**src/rtl/kbd_event_queue_pkg.sv**
```systemverilog
// kbd_pkg: shared constants, field positions and FSM encoding for the keyboard event queue
//   prefixes/error bytes from the PS/2 scan-code stream, event and status bit positions,
//   handshake state type, and a helper that classifies the two error bytes.
package kbd_pkg;
  localparam logic [7:0] KBD_BREAK_PREFIX = 8'hF0;
  localparam logic [7:0] KBD_EXT_PREFIX   = 8'hE0;
  localparam logic [7:0] KBD_ERR_00       = 8'h00;
  localparam logic [7:0] KBD_ERR_FF       = 8'hFF;
  localparam int EVT_EXT_BIT = 9;
  localparam int EVT_BRK_BIT = 8;
  localparam int ST_DROP_LSB = 24;
  localparam int ST_OVF_BIT  = 23;
  localparam int ST_ERR_BIT  = 22;
  localparam int ST_CNT_LSB  = 8;
  typedef enum logic {KBD_IDLE, KBD_ACK} kbd_state_e;
  function automatic logic kbd_is_err(input logic [7:0] b);
    return b == KBD_ERR_00 || b == KBD_ERR_FF;
  endfunction
endpackage

```
**src/rtl/kbd_event_queue_if.sv**
```systemverilog
// kbd_event_queue_if: PS/2 receiver handshake plus CPU MMIO event/status signals
//   ps2_data/ps2_ready/ps2_nextdata_n : receiver byte handshake
//   cpu_pop/cpu_clear                 : one-cycle CPU strobes
//   evt_valid/evt_data/status         : queue head and status word
//   slave = the queue controller, master = the side driving receiver bytes and CPU strobes
interface kbd_event_queue_if;
  logic [7:0]  ps2_data;
  logic        ps2_ready;
  logic        ps2_nextdata_n;
  logic        cpu_pop;
  logic        cpu_clear;
  logic        evt_valid;
  logic [9:0]  evt_data;
  logic [31:0] status;
  modport master(output ps2_data, ps2_ready, cpu_pop, cpu_clear,
                 input ps2_nextdata_n, evt_valid, evt_data, status);
  modport slave(input ps2_data, ps2_ready, cpu_pop, cpu_clear,
                output ps2_nextdata_n, evt_valid, evt_data, status);
endinterface

```
**src/rtl/kbd_event_queue_fifo.sv**
```systemverilog
// kbd_fifo: circular show-ahead buffer with push/pop/clear and full/empty/count
//   clk, clrn (async active-low), clr (sync flush), push/wr_data, pop/rd_data (= mem[head]),
//   full, empty, count = tail - head
module kbd_fifo #(
  parameter int DEPTH = 32,
  parameter int W = 10
) (
  input  logic                     clk,
  input  logic                     clrn,
  input  logic                     clr,
  input  logic                     push,
  input  logic                     pop,
  input  logic [W-1:0]             wr_data,
  output logic [W-1:0]             rd_data,
  output logic                     full,
  output logic                     empty,
  output logic [$clog2(DEPTH):0]   count
);
  localparam int AW = $clog2(DEPTH);
  logic [AW:0] head, tail;
  logic [W-1:0] mem [DEPTH];
  logic pop_ok, push_ok;
  always_comb begin
    empty = head == tail;
    full = head[AW] != tail[AW] && head[AW-1:0] == tail[AW-1:0];
    count = tail - head;
    pop_ok = pop && !empty;
    // a pop in the same cycle frees the slot, so a push into a full buffer is still accepted
    push_ok = push && (!full || pop_ok);
    rd_data = mem[head[AW-1:0]];
  end
  always_ff @(posedge clk or negedge clrn)
    if (!clrn) begin
      head <= '0;
      tail <= '0;
    end else if (clr) begin
      head <= '0;
      tail <= '0;
    end else begin
      if (pop_ok) head <= head + 1'b1;
      if (push_ok) tail <= tail + 1'b1;
    end
  always_ff @(posedge clk)
    if (push_ok && !clr) mem[tail[AW-1:0]] <= wr_data;
endmodule

```
**src/rtl/kbd_event_queue.sv**
```systemverilog
// kbd_event_queue: PS/2 byte handshake, F0/E0 prefix decode, repeat filter and CPU event FIFO
//   clk  : CLK50 system clock
//   clrn : asynchronous active-low reset
//   bus  : kbd_event_queue_if.slave (receiver handshake, cpu_pop/cpu_clear, evt_valid/evt_data/status)
//   Optional feature macro KBD_BREAK_EVENT_EN: when defined, release events are queued with brk=1;
//   otherwise releases only update the repeat filter and never occupy the FIFO.
module kbd_event_queue
  import kbd_pkg::*;
#(
  parameter int DEPTH = 32,
  parameter int REPEAT_FILTER = 1
) (
  input logic clk,
  input logic clrn,
  kbd_event_queue_if.slave bus
);
  localparam int AW = $clog2(DEPTH);
  kbd_state_e state, state_n;
  logic [7:0] byte_q, drop_cnt;
  logic brk_pend, ext_pend, err, ovf;
  logic [8:0] last_make, key;
  logic ack, dec, is_brk, is_ext, is_bad, is_code;
  logic make_ev, brk_ev, rpt_hit, push, pop, drop, full, empty;
  logic [9:0] wr_data, rd_data;
  logic [AW:0] count;
  always_comb begin
    ack = state == KBD_ACK;
    state_n = ack ? KBD_IDLE : (bus.ps2_ready ? KBD_ACK : KBD_IDLE);
    // a clear in the ACK cycle still strobes the receiver but throws the byte away
    dec = ack && !bus.cpu_clear;
    is_brk = byte_q == KBD_BREAK_PREFIX;
    is_ext = byte_q == KBD_EXT_PREFIX;
    is_bad = kbd_is_err(byte_q);
    is_code = !(is_brk || is_ext || is_bad);
    key = {ext_pend, byte_q};
    make_ev = dec && is_code && !brk_pend;
    brk_ev = dec && is_code && brk_pend;
    rpt_hit = REPEAT_FILTER != 0 && key == last_make;
`ifdef KBD_BREAK_EVENT_EN
    push = (make_ev && !rpt_hit) || brk_ev;
`else
    push = make_ev && !rpt_hit;
`endif
    pop = bus.cpu_pop && !bus.cpu_clear;
    drop = push && full && !pop;
    wr_data = '0;
    wr_data[EVT_EXT_BIT] = ext_pend;
    wr_data[EVT_BRK_BIT] = brk_pend;
    wr_data[7:0] = byte_q;
  end
  kbd_fifo #(.DEPTH(DEPTH), .W(10)) u_fifo (
    .clk(clk),
    .clrn(clrn),
    .clr(bus.cpu_clear),
    .push(push),
    .pop(pop),
    .wr_data(wr_data),
    .rd_data(rd_data),
    .full(full),
    .empty(empty),
    .count(count)
  );
  // strobe is decoded from the state flop so an async reset releases it immediately
  assign bus.ps2_nextdata_n = !ack;
  assign bus.evt_valid = !empty;
  assign bus.evt_data = empty ? '0 : rd_data;
  always_comb begin
    bus.status = '0;
    bus.status[ST_DROP_LSB +: 8] = drop_cnt;
    bus.status[ST_OVF_BIT] = ovf;
    bus.status[ST_ERR_BIT] = err;
    bus.status[ST_CNT_LSB +: 8] = 8'(count);
  end
  always_ff @(posedge clk or negedge clrn)
    if (!clrn) begin
      state <= KBD_IDLE;
      byte_q <= '0;
      brk_pend <= 1'b0;
      ext_pend <= 1'b0;
      err <= 1'b0;
      ovf <= 1'b0;
      drop_cnt <= '0;
      last_make <= '0;
    end else begin
      state <= state_n;
      if (state == KBD_IDLE && bus.ps2_ready) byte_q <= bus.ps2_data;
      if (bus.cpu_clear) begin
        brk_pend <= 1'b0;
        ext_pend <= 1'b0;
        err <= 1'b0;
        ovf <= 1'b0;
        drop_cnt <= '0;
        last_make <= '0;
      end else begin
        if (dec && is_brk) brk_pend <= 1'b1;
        else if (dec && is_ext) ext_pend <= 1'b1;
        else if (dec) begin
          brk_pend <= 1'b0;
          ext_pend <= 1'b0;
        end
        if (dec && is_bad) err <= 1'b1;
        // a code of 0 is an error byte, so last_make==0 never matches a real key
        if (make_ev) last_make <= key;
        else if (brk_ev && key == last_make) last_make <= '0;
        if (drop) begin
          ovf <= 1'b1;
          drop_cnt <= drop_cnt == 8'hFF ? drop_cnt : drop_cnt + 8'd1;
        end
      end
    end
endmodule
```
**src/flat_wrapper.sv**
```systemverilog
// flat-port wrapper written by rule: the top's interface ports become plain ports
module kbd_event_queue_flat import kbd_pkg::*;
#(
  parameter int DEPTH = 32,
  parameter int REPEAT_FILTER = 1
)
  (clk, clrn, bus_ps2_data, bus_ps2_ready, bus_cpu_pop, bus_cpu_clear, bus_ps2_nextdata_n, bus_evt_valid, bus_evt_data, bus_status);
  kbd_event_queue_if bus_i ();
  input logic clk;
  input logic clrn;
  input wire logic [$bits(bus_i.ps2_data)-1:0] bus_ps2_data;
  input wire logic [$bits(bus_i.ps2_ready)-1:0] bus_ps2_ready;
  input wire logic [$bits(bus_i.cpu_pop)-1:0] bus_cpu_pop;
  input wire logic [$bits(bus_i.cpu_clear)-1:0] bus_cpu_clear;
  output wire logic [$bits(bus_i.ps2_nextdata_n)-1:0] bus_ps2_nextdata_n;
  output wire logic [$bits(bus_i.evt_valid)-1:0] bus_evt_valid;
  output wire logic [$bits(bus_i.evt_data)-1:0] bus_evt_data;
  output wire logic [$bits(bus_i.status)-1:0] bus_status;
  assign bus_i.ps2_data = bus_ps2_data;
  assign bus_i.ps2_ready = bus_ps2_ready;
  assign bus_i.cpu_pop = bus_cpu_pop;
  assign bus_i.cpu_clear = bus_cpu_clear;
  assign bus_ps2_nextdata_n = bus_i.ps2_nextdata_n;
  assign bus_evt_valid = bus_i.evt_valid;
  assign bus_evt_data = bus_i.evt_data;
  assign bus_status = bus_i.status;
  kbd_event_queue #(.DEPTH(DEPTH), .REPEAT_FILTER(REPEAT_FILTER)) u_core (.clk(clk), .clrn(clrn), .bus(bus_i));
endmodule
```
**config.mk**
```make
export PLATFORM = sky130hd
export DESIGN_NAME = kbd_event_queue_flat
export DESIGN_NICKNAME = d
export VERILOG_FILES = /design/src/rtl/kbd_event_queue_pkg.sv /design/src/rtl/kbd_event_queue_if.sv /design/src/rtl/kbd_event_queue_fifo.sv /design/src/rtl/kbd_event_queue.sv /design/src/flat_wrapper.sv
export SDC_FILE = /design/constraint.sdc
export NUM_CORES = 1
export LEC_CHECK = 0
export ABC_AREA = 1
export CAP_MARGIN = 10
export CORE_UTILIZATION = 40
export CTS_CLUSTER_DIAMETER = 60
export DETAILED_ROUTE_END_ITERATION = 7
export PLACE_DENSITY = 0.64
export RECOVER_POWER = 25
export SETUP_SLACK_MARGIN = 0.4
export SYNTH_ARGS = -nofsm -noshare
export SYNTH_HDL_FRONTEND = slang
export SYNTH_SLANG_ARGS = --single-unit
```
**constraint.sdc**
```tcl
create_clock -name clk -period 4.1 [get_ports clk]
set_clock_uncertainty 0.1 [all_clocks]
set_input_delay 0.615 -clock clk [delete_from_list [all_inputs] [get_ports clk]]
set_output_delay 0.615 -clock clk [all_outputs]
set_load 0.005 [all_outputs]
```
==> results of run 1 <==
logic make-up after synthesis:
family / count (synthesis)
simple gates: 516
fa+ha+maj: 12
xor+xnor: 24
other cells: 1
compound gates: 273
flops: 362
buf+inv: 148
layer usage:
metal  part of all wire, %  global-route usage (%)  wire length [um]  up-vias
met3                   7.8                    2.88              3080       78
met4                   2.7                    6.66              1080        0
met1                    43                    28.6             17000     5213
met2                    46                    31.1             18200      488
li1                      -                       -                 -     4865
met5                     0                       0                 0        -
registers in the layout (all words and copies together) (netlist names):
name and cells:
u_core.byte_q 8, u_core.ack 1, u_core.u_fifo.head 6, u_core.ovf 1, u_core.brk_pend 1, u_core.u_fifo.tail 6
u_core.last_make 9, u_core.u_fifo.mem 320, u_core.drop_cnt 8, u_core.ext_pend 1, u_core.err 1
timing repair:
item,4_1_cts,5_1_grt
pin swaps,2,5
hold endpoints to repair,0,0
buffers inserted,4,3
gates cloned,4,4
setup endpoints to repair,12,12
gates resized for setup,23,18
power breakdown:
| group | internal [uW] | leakage [uW] | switching [uW] | total, uW |
|---|---|---|---|---|
| clock network | 1850 | 0.000551 | 1360 | 3210 |
| registers | 4110 | 0.00335 | 56.1 | 4160 |
| logic | 612 | 0.00265 | 1060 | 1670 |
through the flow:
step	power, uW	utilization [%]	worst slack (ns)	instances
2_1_floorplan	5100	-	1.12	1351
3_3_place_gp	5640	43.7	0.663	1872
3_5_place_dp	5640	43.7	0.629	1872
4_1_cts	8960	47.3	0.366	1944
5_1_grt	9340	47.7	0.333	1951
6_report	9040	47.7	0.445	1951
worst max-delay path, stage by stage, from the launching register on:
cell and delay [ns]:
sky130_fd_sc_hd__dfrtp_4 0.59, sky130_fd_sc_hd__buf_16 0.23, sky130_fd_sc_hd__ha_1 0.36, sky130_fd_sc_hd__nand4_1 0.16, sky130_fd_sc_hd__buf_4 0.20, sky130_fd_sc_hd__nand2_1 0.10
sky130_fd_sc_hd__nor2_2 0.21, sky130_fd_sc_hd__clkdlybuf4s50_1 0.54
layout make-up:
cell class	instances	area [um^2]	share of cell area, %
Timing Repair Buffer	118	1210	6.72
Tap cell	511	639	3.54
Clock buffer	51	1010	5.59
Multi-Input combinational cell	841	4170	23.1
Sequential cell	362	10700	59.1
Timing Repair inverter	1	8.76	0.0485
Inverter	54	220	1.22
Clock inverter	13	124	0.686
layout by cell type, fill, tap and decap left out, drive strengths merged:
master           n
o211ai           4
clkinvlp         1
conb            16
edfxtp         320
a21oi           26
xor2            12
buf             71
xnor2           12
nor2           172
nor3            33
a32o             2
clkinv          14
o221ai          20
o21ai          159
inv             51
nand3           57
clkbuf          59
dfrtp           42
dlymetal6s2s     1
o22ai           62
fa               1
nor3b            1
nand4            3
ha              11
bufinv           2
nand2          250
clkdlybuf4s50   38
path summary, 6_finish.rpt:
kind | slack (ns) | start | endpoint | cells after the start
worst max-delay path | 0.44 | u_core.u_fifo.head[0]$_DFFE_PN0P_ | bus_evt_data[7] | 7
worst min-delay path | 0.40 | u_core.err$_DFFE_PN0P_ | u_core.err$_DFFE_PN0P_ | 2
worst max register to register | 0.95 | u_core.brk_pend$_DFFE_PN0P_ | u_core.u_fifo.mem[21][0]$_DFFE_PP_ | 5
worst min register to register | 0.40 | u_core.err$_DFFE_PN0P_ | u_core.err$_DFFE_PN0P_ | 2
max in group asynchronous | 1.46 | clrn | u_core.u_fifo.head[0]$_DFFE_PN0P_ | 1
min in group asynchronous | 0.73 | clrn | u_core.u_fifo.head[1]$_DFFE_PN0P_ | 1
==> run metrics, run 1 <==
filler cell count=3,414; CTS clk-pin slew, worst paths=0.06 ns; number of input and output port buffers inserted=40; Yosys top cell area share=62.3%; post-cts hold buffer count=0; share of flip-flops with an asynchronous set or reset=11.6%; nature of the critical path endpoint=output port; worst hold slack=0.405 ns; number of library cell types mapped by synthesis=38; TritonCTS Buffers=36; data required time of the worst path=3.38 ns; pin slew with the least headroom to its limit=2.44 ns; Worst Setup Path Type=register to output port; sequential fraction of the synthesis area=69.1%; Relative slew margins=-62.3%; share of layout cells above drive strength 1=11.3%; share of the cycle needed by the critical path after routing=89.2%; Non-Filler Cell Area, Final=18,100 um^2; Primary FF master, synth=sky130_fd_sc_hd__edfxtp_1; Setup-failing EPs final=0; number of DRC violations after detailed routing=0; ANT cells=0; leakage=0.00655 uW; net count reported at finish=1,439; 1st-pass router iterations=6; kind of start point of the critical path=register; violations in the final reports=capacitance limit, slew limit; Initial Utilization=40.8%; post-DR vias/cell=5.46; root cell of the clock tree=sky130_fd_sc_hd__clkbuf_16; portion of netlist area occupied by mux cells=0%; Post-Syn Area=15,400 um^2; die outline height=198 um; pin count of the biggest net entering global routing=45; RSZ-0062 raised after global routing=yes; TritonCTS clock tree=built; cell with the most instances after synthesis=sky130_fd_sc_hd__edfxtp_1; highest ir drop seen on vdd=0.273 mV; Final Wtd Congestion=0.858; total of warnings raised by yosys=0; Power per Cell Area=501 nW/um^2; post-synthesis share of cell area spent on xor and xnor gates=1.36%; via count of the first global-routing pass=10,200; instance area after placement=16,500 um^2; commonest cells in the netlist=sky130_fd_sc_hd__edfxtp_1 (320), sky130_fd_sc_hd__nand2_1 (249), sky130_fd_sc_hd__nor2_1 (169); number of flops mapped to enable cells by yosys=320; die outline area=39,400 um^2; largest family of logic cells by synthesized area=simple AND/OR/NAND/NOR gates; initial antenna violation count=1; area fraction in compound gates after synthesis=10.0%; number of register bits inferred by synthesis=362; post-synthesis instance total=1,336; 1st-iter DRT viols=1,299; global-route congestion overflow total=0; final hold violations=0; post-detailed-routing wire length=39,400 um; class of the worst hold path=register to register; status=finished with violations; main area contributors after synthesis=sky130_fd_sc_hd__edfxtp_1 (62%), sky130_fd_sc_hd__dfrtp_1 (6.8%), sky130_fd_sc_hd__nand2_1 (6.1%); simple-gate area share of the yosys netlist=13.8%; total via count after detailed routing=10,600; Worst EP arrival=2.94 ns; gr usage total=19.9%; core region area=37,800 um^2; maximum fanout encountered on the critical timing path=44; number of top-level design ports=57; crit path time final=3.66 ns; Die X=198 um; global-route wire length before repair=59,600 um; sum of net half-perimeters after detailed placement=22,200 um; Max Slew Vio Count=146; synthesized-area fraction occupied by adder cells=1.02%; CTS sink cnt=362; clock network latency to the later pin of the worst-skew pair=0.52 ns; maximum level of the CTS H-tree=2; detail-routed net length per standard cell=20.2 um; post-synthesis area per instance=11.5 um^2; summed negative setup slack over all endpoints=0 ns; maximum achievable frequency=0.274 GHz; count of maximum capacitance violations=4; floorplan row count=71; Antenna Nets Post-Route=0; area growth from synthesis to layout=17.0%; library cell with the largest summed area after synthesis=sky130_fd_sc_hd__edfxtp_1; Max clock buf depth=3
No activity file was read; power rests on OpenSTA's default activity.
==> run 2, diff against run 1 <==
--- a/config.mk
+++ b/config.mk
@@ -16,3 +16,4 @@
 export SYNTH_ARGS = -nofsm -noshare
 export SYNTH_HDL_FRONTEND = slang
 export SYNTH_SLANG_ARGS = --single-unit
+export TNS_END_PERCENT = 10
==> run 2 against run 1 <==
Against the previous run:
- the flow still finishes with violations (capacitance limit, slew limit)
- sequential power hardly changed
- highest routed layer unchanged
- final cell count unchanged
- routed wire length fell by 0.15%
- global-route usage shrank 0.067 points
==> run metrics, run 2 (synthesis results as in run 1) <==
highest ir drop seen on vdd=0.274 mV (+0.34%); CTS sink cnt=362 (unchanged); pin count of the biggest net entering global routing=45 (unchanged); initial antenna violation count=1 (unchanged); root cell of the clock tree=sky130_fd_sc_hd__clkbuf_16; Max Slew Vio Count=114 (-22%); Max clock buf depth=3 (unchanged); setup slack after layout=0.402 ns (-0.0431 ns); via count of the first global-routing pass=10,300 (+0.16%); Worst EP arrival=2.98 ns (+0.04 ns); data required time of the worst path=3.38 ns (about the same); violations in the final reports=capacitance limit, slew limit; Die X=198 um (unchanged); gr usage total=19.9% (-0.067 points); Initial Utilization=40.8% (unchanged); leakage=0.00654 uW (about the same); maximum fanout encountered on the critical timing path=44 (unchanged); status=finished with violations; maximum level of the CTS H-tree=2 (unchanged); share of layout cells above drive strength 1=11.3% (-0.069 points); Worst Setup Path Type=register to output port; most used cells in the layout excluding fill and tap cells=sky130_fd_sc_hd__edfxtp_1 (320), sky130_fd_sc_hd__nand2_1 (247), sky130_fd_sc_hd__nor2_1 (161), sky130_fd_sc_hd__o21ai_0 (117), sky130_fd_sc_hd__o22ai_1 (60); summed negative setup slack over all endpoints=0 ns (unchanged); R2R Path End=u_core.u_fifo.mem[21][0]$_DFFE_PP_; post-detailed-routing wire length=39,300 um (-0.15%); 1st-pass router iterations=6 (unchanged); utilization of the core after routing=47.8% (+0.093 points); number of input and output port buffers inserted=40 (unchanged); detail-routed net length per standard cell=20.1 um (-0.15%); minimum setup slack among reg-to-reg paths=0.93 ns (-0.02 ns); post-DR vias/cell=5.46 (+0.15%); Non-Filler Cell Area, Final=18,100 um^2 (+0.19%); final hold violations=0 (unchanged); Antenna Nets Post-Route=0 (unchanged); count of maximum capacitance violations=4 (unchanged); beginning of the worst hold path=u_core.err$_DFFE_PN0P_; global-route wire length before repair=59,400 um (-0.32%); crit path time final=3.70 ns (+0.0431 ns); number of DRC violations after detailed routing=0 (unchanged); pin slew with the least headroom to its limit=2.46 ns (+0.0267 ns); sum of net half-perimeters after detailed placement=22,200 um (unchanged); maximum achievable frequency=0.270 GHz (-1.2%); max reg flops=320 (unchanged); global-route track usage on met3=2.97% (+0.085 points); total via count after detailed routing=10,700 (+0.15%); instance area after placement=16,500 um^2 (unchanged); Relative slew margins=-64.1% (-1.8 points); share of the cycle needed by the critical path after routing=90.2% (+1.1 points); die outline height=198 um (unchanged); gr busiest metal=met2; kind of start point of the critical path=register; total placed cells including tap cells=1,872 (unchanged); Power per Cell Area=501 nW/um^2 (about the same); class of the worst hold path=register to register; CTS clk-pin slew, worst paths=0.06 ns (about the same); Setup-failing EPs final=0 (unchanged); length in cells of the worst reg-to-reg path=5 (unchanged); net count reported at finish=1,439 (unchanged); area growth from synthesis to layout=17.2%; Final Wtd Congestion=0.858 (unchanged); met1 track demand over resource in global routing=28.4% (-0.17 points); destination of the worst hold path=u_core.err$_DFFE_PN0P_; number of top-level design ports=57 (unchanged); TritonCTS Buffers=36 (unchanged); die outline area=39,400 um^2 (unchanged); ANT cells=0 (unchanged); clock network latency to the later pin of the worst-skew pair=0.52 ns (about the same); floorplan row count=71 (unchanged); worst hold stages=2 (unchanged); most common library cell in the layout ignoring fill and taps=sky130_fd_sc_hd__edfxtp_1; TritonCTS clock tree=built; met2 Resource Use GR=30.9% (-0.23 points); 1st-iter DRT viols=1,316 (+1.3%); final cell count without fillers=1,951 (unchanged); global-route congestion overflow total=0 (unchanged); core region area=37,800 um^2 (unchanged); Reg2Reg Launch Point=u_core.brk_pend$_DFFE_PN0P_; nature of the critical path endpoint=output port; RSZ-0062 raised after global routing=yes; pre-CTS WS=0.629 ns (unchanged)
[run 2: cell count changes in the layout (fill, tap and decap cells not counted), sizes merged]
| cell | previous run | this run |
|---|---|---|
| clkbuf | 59 | 60 |
| buf | 71 | 70 |
| clkdlybuf4s50 | 38 | 39 |
| clkinv | 14 | 15 |
| inv | 51 | 50 |
| dlymetal6s2s | 1 | 0 |
[run 2: how the worst max path moves through the flow]
stage / start / endpoint / slack (ns) / depth (start not counted)
2_1_floorplan: u_core.u_fifo.head[2]$_DFFE_PN0P_ / u_core.u_fifo.mem[12][0]$_DFFE_PP_ / 1.12 / 12
3_3_place_gp: bus_cpu_clear / u_core.u_fifo.mem[21][0]$_DFFE_PP_ / 0.66 / 7
3_5_place_dp: bus_cpu_clear / u_core.u_fifo.mem[21][3]$_DFFE_PP_ / 0.63 / 7
4_1_cts: u_core.u_fifo.head[0]$_DFFE_PN0P_ / bus_evt_data[7] / 0.36 / 11
5_1_grt: u_core.u_fifo.head[0]$_DFFE_PN0P_ / bus_evt_data[2] / 0.33 / 11
6_report: u_core.u_fifo.head[0]$_DFFE_PN0P_ / bus_evt_data[2] / 0.40 / 8
[run 2: layer usage]
layer / vias up / wire, um / part of all wire (%)
li1: 4870 / - / -
met4: 0 / 994 / 2.5
met3: 76 / 3050 / 7.8
met1: 5191 / 17100 / 43
met2: 523 / 18200 / 46
met5: - / 0 / 0
[run 2: per-stage QoR]
step	power [uW]	hold slack [ns]
3_3_place_gp	5640	0.390
6_report	9050	0.405
3_5_place_dp	5640	0.391
5_1_grt	9360	0.425
2_1_floorplan	5100	0.219
4_1_cts	8940	0.208
[run 2: repair_timing]
| action | 4_1_cts | 5_1_grt |
|---|---|---|
| cloned | 3 | 5 |
| setup endpoints to repair | 12 | 12 |
| pin swaps | 0 | 6 |
| buffers inserted | 3 | 4 |
| hold buffers | 0 | 0 |
| resized for setup | 17 | 24 |
[run 2: critical path: stages, from the launching register on]
cell and delay (ns):
sky130_fd_sc_hd__dfrtp_4 0.52, sky130_fd_sc_hd__buf_12 0.16, sky130_fd_sc_hd__buf_16 0.18, sky130_fd_sc_hd__ha_1 0.36
sky130_fd_sc_hd__nand4_1 0.15, sky130_fd_sc_hd__buf_4 0.20, sky130_fd_sc_hd__nand2_1 0.08, sky130_fd_sc_hd__nor2_2 0.22
sky130_fd_sc_hd__clkdlybuf4s50_1 0.55
[run 2: cell type report]
cell class,count,area [um^2]
clock inverters,13,124
repair buffers,118,1230
well taps,511,639
flip-flops and latches,362,10700
inverters,54,234
multi-input cells,841,4170
clock buffers,51,1010
fillers,3407,19800
repair inverters,1,8.76
[run 2: power breakdown]
group	total, uW	internal [uW]	leakage, uW	switching, uW
sequential	4150	4110	0.00335	43.1
clock	3200	1850	0.000551	1360
combinational	1700	626	0.00264	1070
